$ cat config.mk
export PLATFORM = sky130hd
export DESIGN_NAME = mult_share_arb_flat
export DESIGN_NICKNAME = d
export VERILOG_FILES = /design/src/rtl/mult_share_arb_if.sv /design/src/rtl/mult_share_arb.sv /design/src/flat_wrapper.sv
export SDC_FILE = /design/constraint.sdc
export NUM_CORES = 1
export LEC_CHECK = 0
export ABC_CLOCK_PERIOD_IN_PS = 6360
export CORE_AREA = 5 5 115 117
export CTS_CLUSTER_DIAMETER = 200
export DETAILED_ROUTE_END_ITERATION = 12
export DIE_AREA = 0 0 120 122
export PLACE_DENSITY = 0.68
export SETUP_SLACK_MARGIN = 0.02
export SLEW_MARGIN = 30
export SYNTH_ARGS = -nofsm -noshare
export SYNTH_HDL_FRONTEND = slang
export SYNTH_SLANG_ARGS = --single-unit
$ cat constraint.sdc
create_clock -name clk -period 6.36 [get_ports clk]
set_input_delay 1.272 -clock clk [delete_from_list [all_inputs] [get_ports clk]]
set_output_delay 1.272 -clock clk [all_outputs]
set_load 0.01 [all_outputs]
$ cat src/rtl/mult_share_arb_if.sv
// mult_share_arb_if: requester, shared-multiplier and result-stream signals of the arbiter
interface mult_share_arb_if #(
    parameter int WIDTH = 24,
    parameter int NREQ  = 4,
    parameter int IDW   = 2
);
    logic [NREQ-1:0]       i_req;
    logic [NREQ*WIDTH-1:0] i_a_bus;
    logic [NREQ*WIDTH-1:0] i_b_bus;
    logic [NREQ-1:0]       o_gnt;
    logic [WIDTH-1:0]      o_mult_a;
    logic [WIDTH-1:0]      o_mult_b;
    logic [WIDTH-1:0]      i_mult_o;
    logic                  o_valid;
    logic [IDW-1:0]        o_id;
    logic [WIDTH-1:0]      o_res;
    logic                  i_ready;

    modport slave (
        input  i_req, i_a_bus, i_b_bus, i_mult_o, i_ready,
        output o_gnt, o_mult_a, o_mult_b, o_valid, o_id, o_res
    );

    modport master (
        output i_req, i_a_bus, i_b_bus, i_mult_o, i_ready,
        input  o_gnt, o_mult_a, o_mult_b, o_valid, o_id, o_res
    );
endinterface

$ cat src/rtl/mult_share_arb.sv
// mult_share_arb: round-robin sharing of one multiplier among NREQ requesters with a one-deep result stage
module mult_share_arb #(
    parameter int WIDTH = 24,
    parameter int FRAC  = 16,
    parameter int NREQ  = 4,
    parameter int IDW   = 2
) (
    input logic             clk,
    input logic             rst_n,
    mult_share_arb_if.slave bus
);
    typedef enum logic {S_EMPTY, S_FULL} state_t;

    state_t           r_state;
    logic [IDW-1:0]   r_ptr;
    logic [IDW-1:0]   r_id;
    logic [WIDTH-1:0] r_res;
    logic [IDW-1:0]   w_win;
    logic             w_issue;
    logic [WIDTH-1:0] w_a [NREQ];
    logic [WIDTH-1:0] w_b [NREQ];

    if (IDW != $clog2(NREQ) || FRAC >= WIDTH || NREQ < 2 || NREQ > 16) begin : g_param_err
        $error("mult_share_arb: inconsistent parameters");
    end

    for (genvar g = 0; g < NREQ; g++) begin : g_unpack
        assign w_a[g] = bus.i_a_bus[g*WIDTH +: WIDTH];
        assign w_b[g] = bus.i_b_bus[g*WIDTH +: WIDTH];
    end

    // first requester at or above the pointer, wrapping; lowest offset written last wins
    always_comb begin
        logic [IDW-1:0] j;
        w_win = r_ptr;
        for (int k = NREQ - 1; k >= 0; k--) begin
            j = IDW'((int'(r_ptr) + k) % NREQ);
            if (bus.i_req[j]) w_win = j;
        end
    end

    // a new product can be taken whenever the result slot is empty or being drained
    assign w_issue      = (|bus.i_req) && (r_state == S_EMPTY || bus.i_ready);
    assign bus.o_gnt    = w_issue ? NREQ'(1) << w_win : '0;
    assign bus.o_mult_a = w_issue ? w_a[w_win] : '0;
    assign bus.o_mult_b = w_issue ? w_b[w_win] : '0;
    assign bus.o_valid  = (r_state == S_FULL);
    assign bus.o_id     = r_id;
    assign bus.o_res    = r_res;

    // result stage: capture the multiplier output on issue, drain on accept, otherwise hold
    always_ff @(posedge clk or negedge rst_n) begin
        if (!rst_n) begin
            r_state <= S_EMPTY;
            r_res   <= '0;
            r_id    <= '0;
            r_ptr   <= '0;
        end else if (w_issue) begin
            r_state <= S_FULL;
            r_res   <= bus.i_mult_o;
            r_id    <= w_win;
            r_ptr   <= (w_win == IDW'(NREQ - 1)) ? '0 : w_win + 1'b1;
        end else if (r_state == S_FULL && bus.i_ready) begin
            r_state <= S_EMPTY;
        end
    end
endmodule

$ cat src/flat_wrapper.sv
// flat-port wrapper written by rule: the top's interface ports become plain ports
module mult_share_arb_flat 
#(
    parameter int WIDTH = 24,
    parameter int FRAC  = 16,
    parameter int NREQ  = 4,
    parameter int IDW   = 2
)
  (clk, rst_n, bus_i_req, bus_i_a_bus, bus_i_b_bus, bus_i_mult_o, bus_i_ready, bus_o_gnt, bus_o_mult_a, bus_o_mult_b, bus_o_valid, bus_o_id, bus_o_res);
  mult_share_arb_if #(.WIDTH(WIDTH), .NREQ(NREQ), .IDW(IDW)) bus_i ();
  input logic clk;
  input logic rst_n;
  input wire logic [$bits(bus_i.i_req)-1:0] bus_i_req;
  input wire logic [$bits(bus_i.i_a_bus)-1:0] bus_i_a_bus;
  input wire logic [$bits(bus_i.i_b_bus)-1:0] bus_i_b_bus;
  input wire logic [$bits(bus_i.i_mult_o)-1:0] bus_i_mult_o;
  input wire logic [$bits(bus_i.i_ready)-1:0] bus_i_ready;
  output wire logic [$bits(bus_i.o_gnt)-1:0] bus_o_gnt;
  output wire logic [$bits(bus_i.o_mult_a)-1:0] bus_o_mult_a;
  output wire logic [$bits(bus_i.o_mult_b)-1:0] bus_o_mult_b;
  output wire logic [$bits(bus_i.o_valid)-1:0] bus_o_valid;
  output wire logic [$bits(bus_i.o_id)-1:0] bus_o_id;
  output wire logic [$bits(bus_i.o_res)-1:0] bus_o_res;
  assign bus_i.i_req = bus_i_req;
  assign bus_i.i_a_bus = bus_i_a_bus;
  assign bus_i.i_b_bus = bus_i_b_bus;
  assign bus_i.i_mult_o = bus_i_mult_o;
  assign bus_i.i_ready = bus_i_ready;
  assign bus_o_gnt = bus_i.o_gnt;
  assign bus_o_mult_a = bus_i.o_mult_a;
  assign bus_o_mult_b = bus_i.o_mult_b;
  assign bus_o_valid = bus_i.o_valid;
  assign bus_o_id = bus_i.o_id;
  assign bus_o_res = bus_i.o_res;
  mult_share_arb #(.WIDTH(WIDTH), .FRAC(FRAC), .NREQ(NREQ), .IDW(IDW)) u_core (.clk(clk), .rst_n(rst_n), .bus(bus_i));
endmodule
==> flow_summary.yaml, run 1 <==
detailed_routing:
  avgRoutedWirePerCell_um: 21.1
  drtAntennaViolNets: 0
  wl_met2_um: 7570
  drc: 0
  routed_wirelength_um: 14800
  wl_met3_um: 1380
  routed.top_layer: "met4"
  dr.first_iter.drc_count: 132
  viasPerCell: 4.77
  wl_met1_um: 5550
  vias: 3333
  drtPass1Iterations: 5
yosys:
  ys.warnings.count: 0
  yosysSeqAreaShare_pct: 26.9
  synth_area_leaders: "mux2i_1, dfrtp_1, mux2_2"
  syn_avg_cell_area_um2: 10.5
  ys_ff_latch: 29
  synth_edf_count: 0
  yosysTopAreaCellShare_pct: 35.6
  synth_cell_types: 28
  yosys.area.top_type: "mux2i_1"
  synth_ff_type: "dfrtp_1"
  async_reset_ff_share_pct: 100
  syn-cell-area_um2: 2700
  yosysMostFrequentCell: "mux2i_1"
  synth_common_cells: "mux2i_1, o22ai_1, dfrtp_1"
  synth.net_count: 483
  synth_cells: 256
critical_path:
  arrival_ps: 4310
  critPathCaptureType: "output pin"
  crit_type: "input pin to output pin"
  cpMaxStageDelayCell: "clkdlybuf4s50_1"
  path_cells: "clkdlybuf4s50_1, o22ai_1, a221oi_1, nand2_4, buf_4, mux2i_1, o22ai_1, clkdlybuf4s50_1"
  max_stage_delay_ps: 620
  crit_family: "buffers and inverters"
  critPathMaxFanout: 39
  cp_data_required_time_ps: 5090
  cp_num_buf_inv: 3
  startpoint_type: "input pin"
power:
  power_density_nw_per_um2: 264
  ir_drop_uv: 216
  p_leak_nw: 2.57
hold_path:
  min_path_type: "flop to flop"
placement:
  dp.cells: 690
  place_area_um2: 5840
  dp_hpwl_um: 12300
  globalplace.congestion: 0.954
  portBuffers: 301
  pre_cts_ws_ps: 461
clock_network:
  path_clk_slew_ps: 50
  cts_tree: "built"
  htreeDepth: 2
  hold_buffers: 0
  cts_made_buffers: 5
  cts_num_sinks: 29
  cts_buffer_depth: 2
  post-cts-setup-buffer-count: 0
  clk_latency_ps: 270
  cts_root_buf: "clkbuf_16"
  post_cts_resize_count: 0
floorplanning:
  dieArea_um2: 14600
  fp.dieW_um: 120
  ioPinCount: 302
  row_count: 41
  start_util_pct: 22.0
  die_h_um: 122
  core_area_um2: 12300
finish:
  drive_above_1_share_pct: 10.2
  finalCoreUtilization_pct: 49.2
  fin_cells: 699
  nNetsFinal: 775
  syn_to_final_growth_pct: 123
  finalInstanceArea_um2: 6030
  n_antenna_cell: 0
grt:
  grt_max_degree: 46
  overflow: 0
  antenna_found_initial: 0
  grt_pass1_vias: 3526
  grt_pass1_wl_um: 20800
  grtUsageTotal_pct: 18.3
sta:
  period_minus_slack_ps: 5580
  max_freq_ghz: 0.179
  finalHoldViolations: 0
  setup_tns_ps: 0
  fin_crit_sh_pct: 87.8
  tightest_slew_ps: 697
  worst_slack_ps: 776
  slew_headroom_pct: 53.5
  drv_slew: 0
  skew_ps: 3.71
  rsz0062_at_grt: "false"
  setup_viol: 0
job:
  cap_violations: 0
status:
  outcome: "complete, no violations"
[flip-flops by register name (all words and copies together) (netlist names)]
name / flops
u_core.bus.o_valid: 1
u_core.bus.o_id: 2
u_core.bus.o_res: 24
u_core.r_ptr: 2
[placed cells by master (no fill, tap or decap), drive strengths merged, types with 2 or more instances in the layout]
cell type and count:
o22ai 49, mux2 26, a21oi 2, and2 4
dfrtp 29, clkbuf 7, clkdlybuf4s50 301, o21ai 3
mux2i 96, buf 7, nor3b 2, ha 4
nand2 3, nor2b 2, inv 5
[final timing paths]
| path | from | to | slack (ps) | depth (start not counted) |
|---|---|---|---|---|
| min in group asynchronous | rst_n | u_core.bus.o_res[0] | 1390 | 2 |
| max in group asynchronous | rst_n | u_core.bus.o_res[19] | 4710 | 2 |
| setup reg to reg | u_core.r_ptr[1] | u_core.r_ptr[1] | 3710 | 7 |
| hold / removal | u_core.bus.o_id[1] | u_core.bus.o_id[1] | 490 | 1 |
| hold reg to reg | u_core.bus.o_id[1] | u_core.bus.o_id[1] | 490 | 1 |
| setup / recovery | bus_i_req[1] | bus_o_mult_b[0] | 780 | 8 |
[logic make-up after synthesis]
| kind of cell | count (synthesis) | share of synthesized area, % |
|---|---|---|
| buffers and inverters | 28 | 5.56 |
| multiplexers | 122 | 46.5 |
| AND/OR/NAND/NOR | 16 | 3.57 |
| adder cells (fa/ha/maj) | 4 | 1.85 |
| AO/OA/AOI/OAI | 57 | 15.7 |
| flip-flops | 29 | 26.9 |
[metal layers]
metal  vias up  GRT usage (%)
met5         -              0
met2       185           33.1
met4         0           4.37
met3        18           5.76
met1      1558           21.1
li1       1572              -
[power breakdown]
group          switching (W)  internal (W)
clock              0.0000771      0.000165
combinational       0.000500      0.000614
sequential         0.0000210      0.000215
total               0.000598      0.000994
[per-stage QoR]
step | hold WS (ps) | total power, W
floorplan | 531 | 0.000826
global placement | 480 | 0.00135
detailed placement | 487 | 0.00136
CTS | 498 | 0.00161
global route | 511 | 0.00168
finish | 492 | 0.00159
[final cells by class]
| type | instances | area (µm²) |
|---|---|---|
| fillers | 1152 | 6230 |
| repair buffers | 308 | 3100 |
| multi-input cells | 199 | 1840 |
| flip-flops and latches | 29 | 726 |
| well taps | 150 | 188 |
| clock buffers | 7 | 153 |
| inverters | 5 | 18.8 |
| clock inverters | 1 | 5.00 |
Note: power is estimated with default switching activity, not from simulation.
==> run 2, diff against run 1 <==
REMOVE_ABC_BUFFERS = 1   (was default)
SETUP_SLACK_MARGIN = 0.05   (was 0.02)
==> flow_summary.yaml, run 2 (same netlist as run 1, synthesis figures left out) <==
status:
  outcome: "complete, no violations"
floorplanning:
  start_util_pct: 22.0
  ioPinCount: 302
  die_h_um: 122
  row_count: 41
  dieArea_um2: 14600
  fp.dieW_um: 120
  core_area_um2: 12300
clock_network:
  path_clk_slew_ps: 50
  cts_root_buf: "clkbuf_16"
  hold_buffers: 0
  cts_tree: "built"
  cts_num_sinks: 29
  cts_buffer_depth: 2
  cts_made_buffers: 5
  post_cts_resize_count: 0
  post-cts-setup-buffer-count: 0
  clk_latency_ps: 270
  htreeDepth: 2
hold_path:
  hp-start: "u_core.bus.o_id[1]"
  min_path_type: "flop to flop"
job:
  cap_violations: 0
grt:
  grtUsageTotal_pct: 17.9
  antenna_found_initial: 0
  grt_most_used_layer: "met2"
  met3_usage_pct: 7.06
  grt_pass1_wl_um: 20400
  grt_pass1_vias: 3695
  grt.met1_usage_pct: 19.1
  overflow: 0
  grt_max_degree: 40
  grtUsageMet2_pct: 32.9
critical_path:
  crit_start: "bus_i_req[1]"
  cp_data_required_time_ps: 5090
  startpoint_type: "input pin"
  critPathMaxFanout: 35
  crit_family: "buffers and inverters"
  critPathCaptureType: "output pin"
  path_cells: "clkdlybuf4s50_1, o22ai_1, a221oi_1, nand2_4, buf_4, mux2i_1, o22ai_1, clkdlybuf4s50_1"
  max_stage_delay_ps: 600
  r2r_start: "u_core.r_ptr[1]"
  arrival_ps: 4180
  cp_num_buf_inv: 3
  cpMaxStageDelayCell: "clkdlybuf4s50_1"
  crit_type: "input pin to output pin"
placement:
  pre_cts_ws_ps: 912
  globalplace.congestion: 0.902
  dp.cells: 693
  place_area_um2: 5850
  portBuffers: 301
  dp_hpwl_um: 12000
finish:
  multi_input_area_um2: 1840
  final_cell_mix: "clkdlybuf4s50_1, mux2i_1, o22ai_1, dfrtp_1, mux2_2"
  finalInstanceArea_um2: 5990
  drive_above_1_share_pct: 9.98
  fin_cells: 701
  syn_to_final_growth_pct: 122
  mostFrequentLayoutCell: "clkdlybuf4s50_1"
  final-seq-area_um2: 726
  nNetsFinal: 777
  largest_register_ffs: 24
  fillers: 1136
  finalCoreUtilization_pct: 48.9
  n_antenna_cell: 0
sta:
  setup_viol: 0
  fin_crit_sh_pct: 85.7
  rsz0062_at_grt: "false"
  tightest_slew_ps: 601
  drv_slew: 0
  setup_tns_ps: 0
  slew_headroom_pct: 59.6
  worst_slack_ps: 909
  finalHoldViolations: 0
  skew_ps: 2.23
  max_freq_ghz: 0.183
  period_minus_slack_ps: 5450
detailed_routing:
  vias: 3271
  drtAntennaViolNets: 0
  viasPerCell: 4.67
  drc: 0
  drtPass1Iterations: 4
  avgRoutedWirePerCell_um: 20.1
  dr.first_iter.drc_count: 107
  routed_wirelength_um: 14100
power:
  p_leak_nw: 2.56
  ir_drop_uv: 109
  power_density_nw_per_um2: 258
[run 2: path summary, 6_finish.rpt]
check                      cells past startpoint  slack [ps]                   end
min                                            1         490    u_core.bus.o_id[1]
max reg2reg                                    6        4220       u_core.r_ptr[1]
max                                            8         910       bus_o_mult_b[0]
min reg2reg                                    1         490    u_core.bus.o_id[1]
max in group asynchronous                      2        4700  u_core.bus.o_res[17]
min in group asynchronous                      2        1400   u_core.bus.o_res[3]
[run 2: metrics by stage]
stage / total power (W) / hold slack, ps
floorplan: 0.000894 / 531
global placement: 0.00132 / 475
detailed placement: 0.00134 / 488
CTS: 0.00156 / 499
global route: 0.00164 / 523
finish: 0.00154 / 489
[run 2: power breakdown]
part           internal [W]  leakage (nW)  switching (W)
Clock              0.000144        0.0652      0.0000711
Sequential         0.000215         0.336      0.0000199
Combinational      0.000609          2.15       0.000486
Total              0.000968          2.56       0.000577
[run 2: cell type report]
cell class                 instances  share of cell area [%]
clock buffer                       8                    2.28
multi-input combinational        199                    30.7
sequential                        29                    12.1
timing repair buffer             310                    51.4
inverter                           5                   0.313
tap                              150                    3.13
[run 2: metal layers]
metal / vias to the layer above / share of wire [%]
li1: 1572 / -
met1: 1516 / 35
met2: 160 / 53
met3: 23 / 9.9
met4: 0 / 2.2
met5: - / 0
